===== src/rtl/fxp_addsub_acc.sv =====
// Two-stage pipelined fixed-point add/subtract/accumulate unit with
// saturate-or-wrap overflow handling and valid/ready flow control.
module fxp_addsub_acc #(
    parameter int BIT_WIDTH = 16,
    parameter int SATURATE  = 1
) (
    input  logic                 CLK,
    input  logic                 RST,
    input  logic                 in_valid,
    output logic                 in_ready,
    input  logic [BIT_WIDTH-1:0] a,
    input  logic [BIT_WIDTH-1:0] b,
    input  logic [1:0]           op,
    output logic                 out_valid,
    input  logic                 out_ready,
    output logic [BIT_WIDTH-1:0] y,
    output logic                 ovf,
    output logic                 ovf_sticky,
    input  logic                 clr_sticky
);
    localparam int W = BIT_WIDTH;
    localparam logic [W-1:0] MAX_VAL = {1'b0, {(W-1){1'b1}}};
    localparam logic [W-1:0] MIN_VAL = {1'b1, {(W-1){1'b0}}};

    logic         en;
    logic         s1_valid;
    logic [W-1:0] s1_a;
    logic [W-1:0] s1_b;
    logic [1:0]   s1_op;
    logic [W-1:0] acc;
    logic [W:0]   r;
    logic         r_ovf;
    logic [W-1:0] r_y;

    assign en       = !(out_valid && !out_ready);
    assign in_ready = en;

    // Stage 2 arithmetic; one extra bit holds the exact result of two W-bit operands.
    always_comb begin
        r = '0;
        case (s1_op)
            2'b00:   r = {s1_a[W-1], s1_a} + {s1_b[W-1], s1_b};
            2'b01:   r = {s1_a[W-1], s1_a} - {s1_b[W-1], s1_b};
            2'b10:   r = {acc[W-1], acc} + {s1_a[W-1], s1_a};
            default: r = {s1_a[W-1], s1_a};
        endcase
    end

    always_comb begin
        r_ovf = (r[W] != r[W-1]);
        r_y   = r[W-1:0];
        if (r_ovf && (SATURATE != 0)) begin
            r_y = r[W] ? MIN_VAL : MAX_VAL;
        end
    end

    always_ff @(posedge CLK or posedge RST) begin
        if (RST) begin
            s1_valid <= 1'b0;
            s1_a     <= '0;
            s1_b     <= '0;
            s1_op    <= 2'b00;
        end else if (en) begin
            s1_valid <= in_valid;
            if (in_valid) begin
                s1_a  <= a;
                s1_b  <= b;
                s1_op <= op;
            end
        end
    end

    always_ff @(posedge CLK or posedge RST) begin
        if (RST) begin
            out_valid <= 1'b0;
            y         <= '0;
            ovf       <= 1'b0;
            acc       <= '0;
        end else if (en) begin
            out_valid <= s1_valid;
            if (s1_valid) begin
                y   <= r_y;
                ovf <= r_ovf;
                if (s1_op[1]) begin
                    acc <= r_y;
                end
            end else begin
                ovf <= 1'b0;
            end
        end
    end

    // Clear works even while stalled; a new overflow in the same cycle wins.
    always_ff @(posedge CLK or posedge RST) begin
        if (RST) begin
            ovf_sticky <= 1'b0;
        end else begin
            ovf_sticky <= (ovf_sticky && !clr_sticky) || (en && s1_valid && r_ovf);
        end
    end

endmodule


===== config.mk =====
export PLATFORM = sky130hd
export DESIGN_NAME = fxp_addsub_acc
export DESIGN_NICKNAME = d
export VERILOG_FILES = /design/src/rtl/fxp_addsub_acc.sv
export SDC_FILE = /design/constraint.sdc
export NUM_CORES = 1
export LEC_CHECK = 0
export BUFFER_PORTS_ARGS = -buffer_cell sky130_fd_sc_hd__clkbuf_2
export CORE_MARGIN = 1
export CORE_UTILIZATION = 55
export DETAILED_ROUTE_END_ITERATION = 16
export GPL_TIMING_DRIVEN = 0
export MAX_ROUTING_LAYER = met4
export PLACE_DENSITY_LB_ADDON = 0.25
export RECOVER_POWER = 100
export REMOVE_ABC_BUFFERS = 1
export SLEW_MARGIN = 20
export SYNTH_ARGS = -nofsm -noshare
export SYNTH_HDL_FRONTEND = slang
export SYNTH_SLANG_ARGS = --single-unit

===== constraint.sdc =====
create_clock -name CLK -period 6.46 [get_ports CLK]
set_clock_uncertainty 0.2 [all_clocks]
set_input_delay 0.323 -clock CLK [delete_from_list [all_inputs] [get_ports CLK]]
set_output_delay 0.323 -clock CLK [all_outputs]
set_load 0.05 [all_outputs]

## Yosys cells after proc, flatten, opt, wreduce, memory -nomap -nowiden

Cells that the tools add are included.

| cells by class | value |
|---|---|
| reduce and logical (&&, ||, !) cells | 12 |
| muxes and demuxes | 4 |
| multipliers | 0 |
| div/mod/pow operators | 0 |
| shifts and indexed selects | 0 |
| order comparisons | 0 |
| $add $sub $neg | 3 |
| bitwise logic cells | 1 |
| equal/unequal tests | 3 |

Operators with widths:

| cell | count |
|---|---|
| one-hot mux 17 bit (3 select lines) | 1 |
| adder 16 x 16 -> 17 bit | 2 |
| 2-to-1 mux 16 bit | 2 |
| subtractor 16 x 16 -> 17 bit | 1 |
| logical AND 1 bit | 4 |
| AND reduction 2 bit | 2 |
| logical NOT 1 bit | 3 |
| AND reduction 3 bit | 1 |
| == test 2 x 1 -> 1 bit (second input constant) | 1 |
| == test 2 bit (second input constant) | 1 |
| logical NOT 2 bit | 1 |
| logical OR 1 bit | 1 |
| 2-to-1 mux 1 bit | 1 |
| inequality test 1 bit | 1 |
| NOT 1 bit | 1 |

| storage, ports and cells | value |
|---|---|
| bits of input ports | 39 |
| latch bits | 0 |
| logic and storage cells | 32 |
| bits in writable memories | 0 |
| memory bits (read-only) | 0 |
| register bits after elaboration | 70 |
| output and inout bits | 20 |
| memories | 0 |

## Depth between registers and ports, before layout

| logic depth | value |
|---|---|
| word-level depth | 6 |
| gate-level depth with buffers | 18 |

## Worst setup path before layout

OpenSTA, ideal clock, no wires.

| path | value |
|---|---|
| path kind | reg-to-reg |
| from | reg s1_b[2] |
| to | reg y[9] |
| stages on the path, launching flop included | 18 |
| arrival time | 4.256 ns |
| required time | 6.156 ns |
| setup time | 0.104 ns |
| slack | 1.900 ns |
| cell sequence | dfrtp_1 > nor3_4 > nand4_2 > or3_1 > or3_4 > or3_4 > a32oi_1 > o21ai_0 > ha_1 > a21oi_1 > nor2b_1 > or4_1 > a21oi_1 > nor2_2 > xnor2_1 > buf_6 > maj3_2 > a221oi_1 |

| between the ends | value |
|---|---|
| longest elaborated chain between the ends | 4 |
| elaborated cells on any way between the ends | 6 |
| those cells by class | add/sub (2); eq/ne (1); mux (3) |

RTL lines:

| what | line | source |
|---|---|---|
| start: declaration | 28 | `logic [W-1:0] s1_b;` |
| start signal: assignment | 61 | `s1_b <= '0;` |
| start signal: assignment | 67 | `s1_b <= b;` |
| subtractor 16 x 16 -> 17 bit or adder 16 x 16 -> 17 bit (tied branches) | 43, 42 |  |
| one-hot mux 17 bit (3 select lines) (*) | 41 | `case (s1_op)` |
| 2-to-1 mux 16 bit or inequality test 1 bit (tied branches) | 53, 50 |  |
| 2-to-1 mux 16 bit (*) | 52 | `if (r_ovf && (SATURATE != 0)) begin` |
| end signal: assignment | 82 | `y <= r_y;` |
| end: declaration | 16 | `output logic [BIT_WIDTH-1:0] y,` |

Every way passes the cells marked *; elsewhere a longest branch is shown, timed or not.
A chain may end at the register's enable or synchronous reset.

## Worst setup path after layout

| path | value |
|---|---|
| from | reg s1_op[1] |
| to | reg y[8] |

| between the ends | value |
|---|---|
| longest elaborated chain between the ends | 4 |
| elaborated cells on any way between the ends | 7 |
| those cells by class | eq/ne (3); mux (3); reduce/logical (1) |

RTL lines:

| what | line | source |
|---|---|---|
| start: declaration | 29 | `logic [1:0] s1_op;` |
| start signal: assignment | 68 | `s1_op <= op;` |
| == test 2 bit (tied with other cells) | 41 |  |
| one-hot mux 17 bit (3 select lines) (*) | 41 |  |
| 2-to-1 mux 16 bit or inequality test 1 bit (tied branches) | 53, 50 |  |
| 2-to-1 mux 16 bit (*) | 52 |  |

Marks and branches as above.

==> impl_metrics.csv <==
group,metric,value,unit
clock_network,cts-buffers-inserted,9,
sta,fmax,175,MHz
sta,worst-slew-pin-transition,2.34,ns
sta,finalHoldViolations,2,
route,post_drt_wl_per_cell,16.7,um
yosys,synthArstFlopShare,100,%
status,violations,"hold timing, capacitance limit, slew limit",
floorplan,number_of_top_level_pins,59,
worst_setup_path,worst-endpoint-arrival,5.75,ns
clock_network,clock_network_latency_to_the_later_pin_of_the_worst_skew_pair,0.36,ns
worst_hold_path,worstHoldPathType,"primary input to flip-flop",
yosys,synth.ff_latch_count,70,
yosys,cell_area_after_synthesis,0.00443,sq mm
worst_setup_path,maximum_cell_stage_delay_along_the_critical_path,0.90,ns
placement,place_congestion,0.884,
cells_and_area,finalCoreUtilization,65.8,%
worst_setup_path,critical_path.startpoint,"s1_op[1]",
power_and_ir_drop,power_density_of_the_placed_cells,483,mW/mm^2
yosys,synth_cell_types,60,
worst_setup_path,worst-path-stages,15,
global_routing,grt_first_pass_wirelength,17600,um
route,finalWirelength,10800,um
flow_run,cap_violations,1,
worst_setup_path,timing.critical_path.to_type,"flip-flop",
worst_setup_path,worstSetupPathType,"flip-flop to flip-flop",
route,drtPass1Iterations,5,
clock_network,cts_resized,0,
worst_setup_path,critical_path_required,6.50,ns
yosys,synth_seq_area_share,39.5,%
cells_and_area,finish.net_count,597,
worst_setup_path,timing.rr.start,"s1_op[1]",
floorplan,floorplan.initialDensity,57.0,%
yosys,avgSynthCellArea,9.44,sq um
worst_setup_path,startpoint_type,"flip-flop",
yosys,syn_inst,469,
route,drt_drc_violations_left,0,
status,outcome,"complete, but fails checks",
yosys,yosysWarnings,0,
sta,max_slew_margin,-56.3,%
placement,port_buffers,58,
floorplan,width_of_the_die,91.7,um
floorplan,standard_cell_row_count,32,
cells_and_area,post_route_cells_drive_above_1_share,18.6,%
global_routing,grt_pass1_vias,3714,
sta,final.period_utilization,88.5,%
route,viasPerCell,5.92,
cells_and_area,antennaDiodeCount,0,
clock_network,cts_root_buffer,"clkbuf_8",
global_routing,grt-ovfl-total,0,
sta,final_period_minus_worst_setup_slack,5.72,ns
worst_setup_path,critical_path.slowest_cell,"xnor2_1",
worst_setup_path,rr_worst_depth,15,
clock_network,max-clock-path-buffers,2,
clock_network,htree_num_levels,3,
power_and_ir_drop,power.static_leakage,2.18,nW
worst_setup_path,path_buf_inv,2,
worst_setup_path,cpMostUsedCell,"o21ai_0",
worst_setup_path,path_delay_family,"simple AND/OR/NAND/NOR gates",
floorplan,die-height,91.7,um
clock_network,cts.reportedPaths.clkPinSlew,0.07,ns
worst_hold_path,hold_path.startpoint,"a[14]",
sta,hold_ws,-0.00118,ns
sta,timing.setup.tns,0,ns
power_and_ir_drop,vdd_ir_drop_max,0.000389,V
sta,timing_max_transition_violations_final,45,
placement,detailedPlacementHpwl,7770,um
floorplan,floorplan.core_area,0.00777,sq mm
route,dr.first_iter.drc_count,255,
worst_hold_path,hold_depth,2,
cells_and_area,layout_common_cells,"dfrtp_1 (70), nor2_1 (49), a21oi_1 (47), clkbuf_2 (38), mux2_2 (34)",
route,vias,3813,
yosys,synth-edff-count,0,
cells_and_area,area_growth_syn_to_layout,15.3,%
yosys,yosys_most_used_dff,"dfrtp_1",
worst_setup_path,cp_max_fo,17,
global_routing,antenna_found_initial,0,
sta,unrepaired_setup_endpoints_after_global_routing,"no",
worst_setup_path,critical_path_cell_list,"inv_1 -> ha_1 -> inv_1 -> nor4_1 -> o21ai_0 -> o21ai_0 -> ha_1 -> nand2_1 -> o21ai_0 -> or4_1 -> a21oi_1 -> nor2_1 -> xnor2_1 -> a21oi_1 -> o22a_1",
floorplan,die_area,0.00842,sq mm
sta,finalSetupViolations,0,
clock_network,tritoncts,"yes",
cells_and_area,layout.cells.most_common,"dfrtp_1",
global_routing,pin_count_of_the_biggest_net_entering_global_routing,45,
route,antenna_left,0,
global_routing,groute.usage.overall,27.9,%
clock_network,clock-sinks,70,
-- through the flow --
step / cells / power [mW] / instance area [sq um] / setup slack (ns)
global placement: 606 / 2.10 / 4750 / 0.698
floorplan: 446 / 1.80 / 4330 / 1.64
CTS: 640 / 2.49 / 5140 / 0.829
detailed placement: 608 / 2.15 / 4810 / 0.862
global route: 644 / 2.64 / 5110 / 0.233
finish: 644 / 2.47 / 5110 / 0.744
-- cell type report --
type / instances / area [sq um]
Fill cell: 652 / 2660
Multi-Input combinational cell: 351 / 2490
Sequential cell: 70 / 1750
Timing Repair Buffer: 80 / 473
Clock buffer: 14 / 153
Tap cell: 102 / 128
Inverter: 25 / 95.1
Clock inverter: 2 / 17.5
-- synth_stat cells (3+ instances only) --
| library cell | count | share of area (%) |
|---|---|---|
| mux2_2 | 34 | 8.6 |
| and2_1 | 4 | 0.56 |
| o21ai_0 | 32 | 3.6 |
| o22ai_1 | 10 | 1.4 |
| ha_1 | 20 | 5.6 |
| xnor2_1 | 8 | 1.6 |
| inv_1 | 25 | 2.1 |
| mux2i_1 | 3 | 0.68 |
| a31oi_1 | 10 | 1.4 |
| nor2_1 | 49 | 4.2 |
| a32oi_1 | 8 | 1.6 |
| o31a_1 | 3 | 0.59 |
| a211oi_1 | 3 | 0.51 |
| nand2_1 | 29 | 2.5 |
| o22a_1 | 8 | 1.6 |
| xor2_1 | 7 | 1.4 |
| dfrtp_1 | 70 | 40 |
| clkbuf_1 | 21 | 1.8 |
| a221oi_1 | 4 | 0.79 |
| or3_1 | 3 | 0.42 |
| o31ai_1 | 3 | 0.51 |
| nor2b_1 | 8 | 1.1 |
| a21oi_1 | 47 | 5.3 |
| nand2b_1 | 9 | 1.3 |
| a21o_1 | 8 | 1.4 |
-- sequential cells by signal, summed over array words and instances (netlist names) --
register / flops
ovf: 1
s1_b: 16
s1_op: 2
s1_valid: 1
acc: 16
s1_a: 16
out_valid: 1
ovf_sticky: 1
y: 16
-- routing by layer --
metal	vias up	routed length [um]	track usage [%]
met2	111	5260	43.7
met1	1851	4770	35.9
met5	-	0	-
li1	1828	-	-
met4	0	286	11.5
met3	23	462	4.89
-- logic make-up after synthesis --
group	share of synthesized area, %
flops	39.5
xor+xnor	3.96
mux	9.32
fa+ha+maj	6.81
buf+inv	4.27
simple gates	14.9
compound gates	21.2
-- report_power, final --
| group | total (mW) | internal, mW | leakage (nW) | switching [mW] |
|---|---|---|---|---|
| registers | 0.701 | 0.581 | 0.806 | 0.120 |
| clock network | 0.322 | 0.152 | 0.0849 | 0.170 |
| logic | 1.44 | 0.524 | 1.29 | 0.919 |
| total | 2.47 | 1.26 | 2.18 | 1.21 |
-- worst reg2reg max path: stages (launching register included) --
cell and delay, ns:
dfrtp_1 0.43, inv_1 0.11, ha_1 0.55, inv_1 0.37, nor4_1 0.65, o21ai_0 0.17
o21ai_0 0.17, ha_1 0.36, nand2_1 0.16, o21ai_0 0.16, or4_1 0.49, a21oi_1 0.22
nor2_1 0.11, xnor2_1 0.90, a21oi_1 0.30, o22a_1 0.27
-- worst paths after layout --
path	to	slack [ns]
max	y[8]	0.74
min	s1_a[14]	-0.001
max reg2reg	y[8]	0.74
min reg2reg	y[15]	0.28
max in group asynchronous	s1_a[6]	2.85
min in group asynchronous	y[3]	0.51
-- repair_timing --
action                                 in CTS  in global routing
endpoints found under the hold margin      41                  4
hold buffers                               16                  4
buffers inserted                            0                  0
No activity file was read; power rests on OpenSTA's default activity.
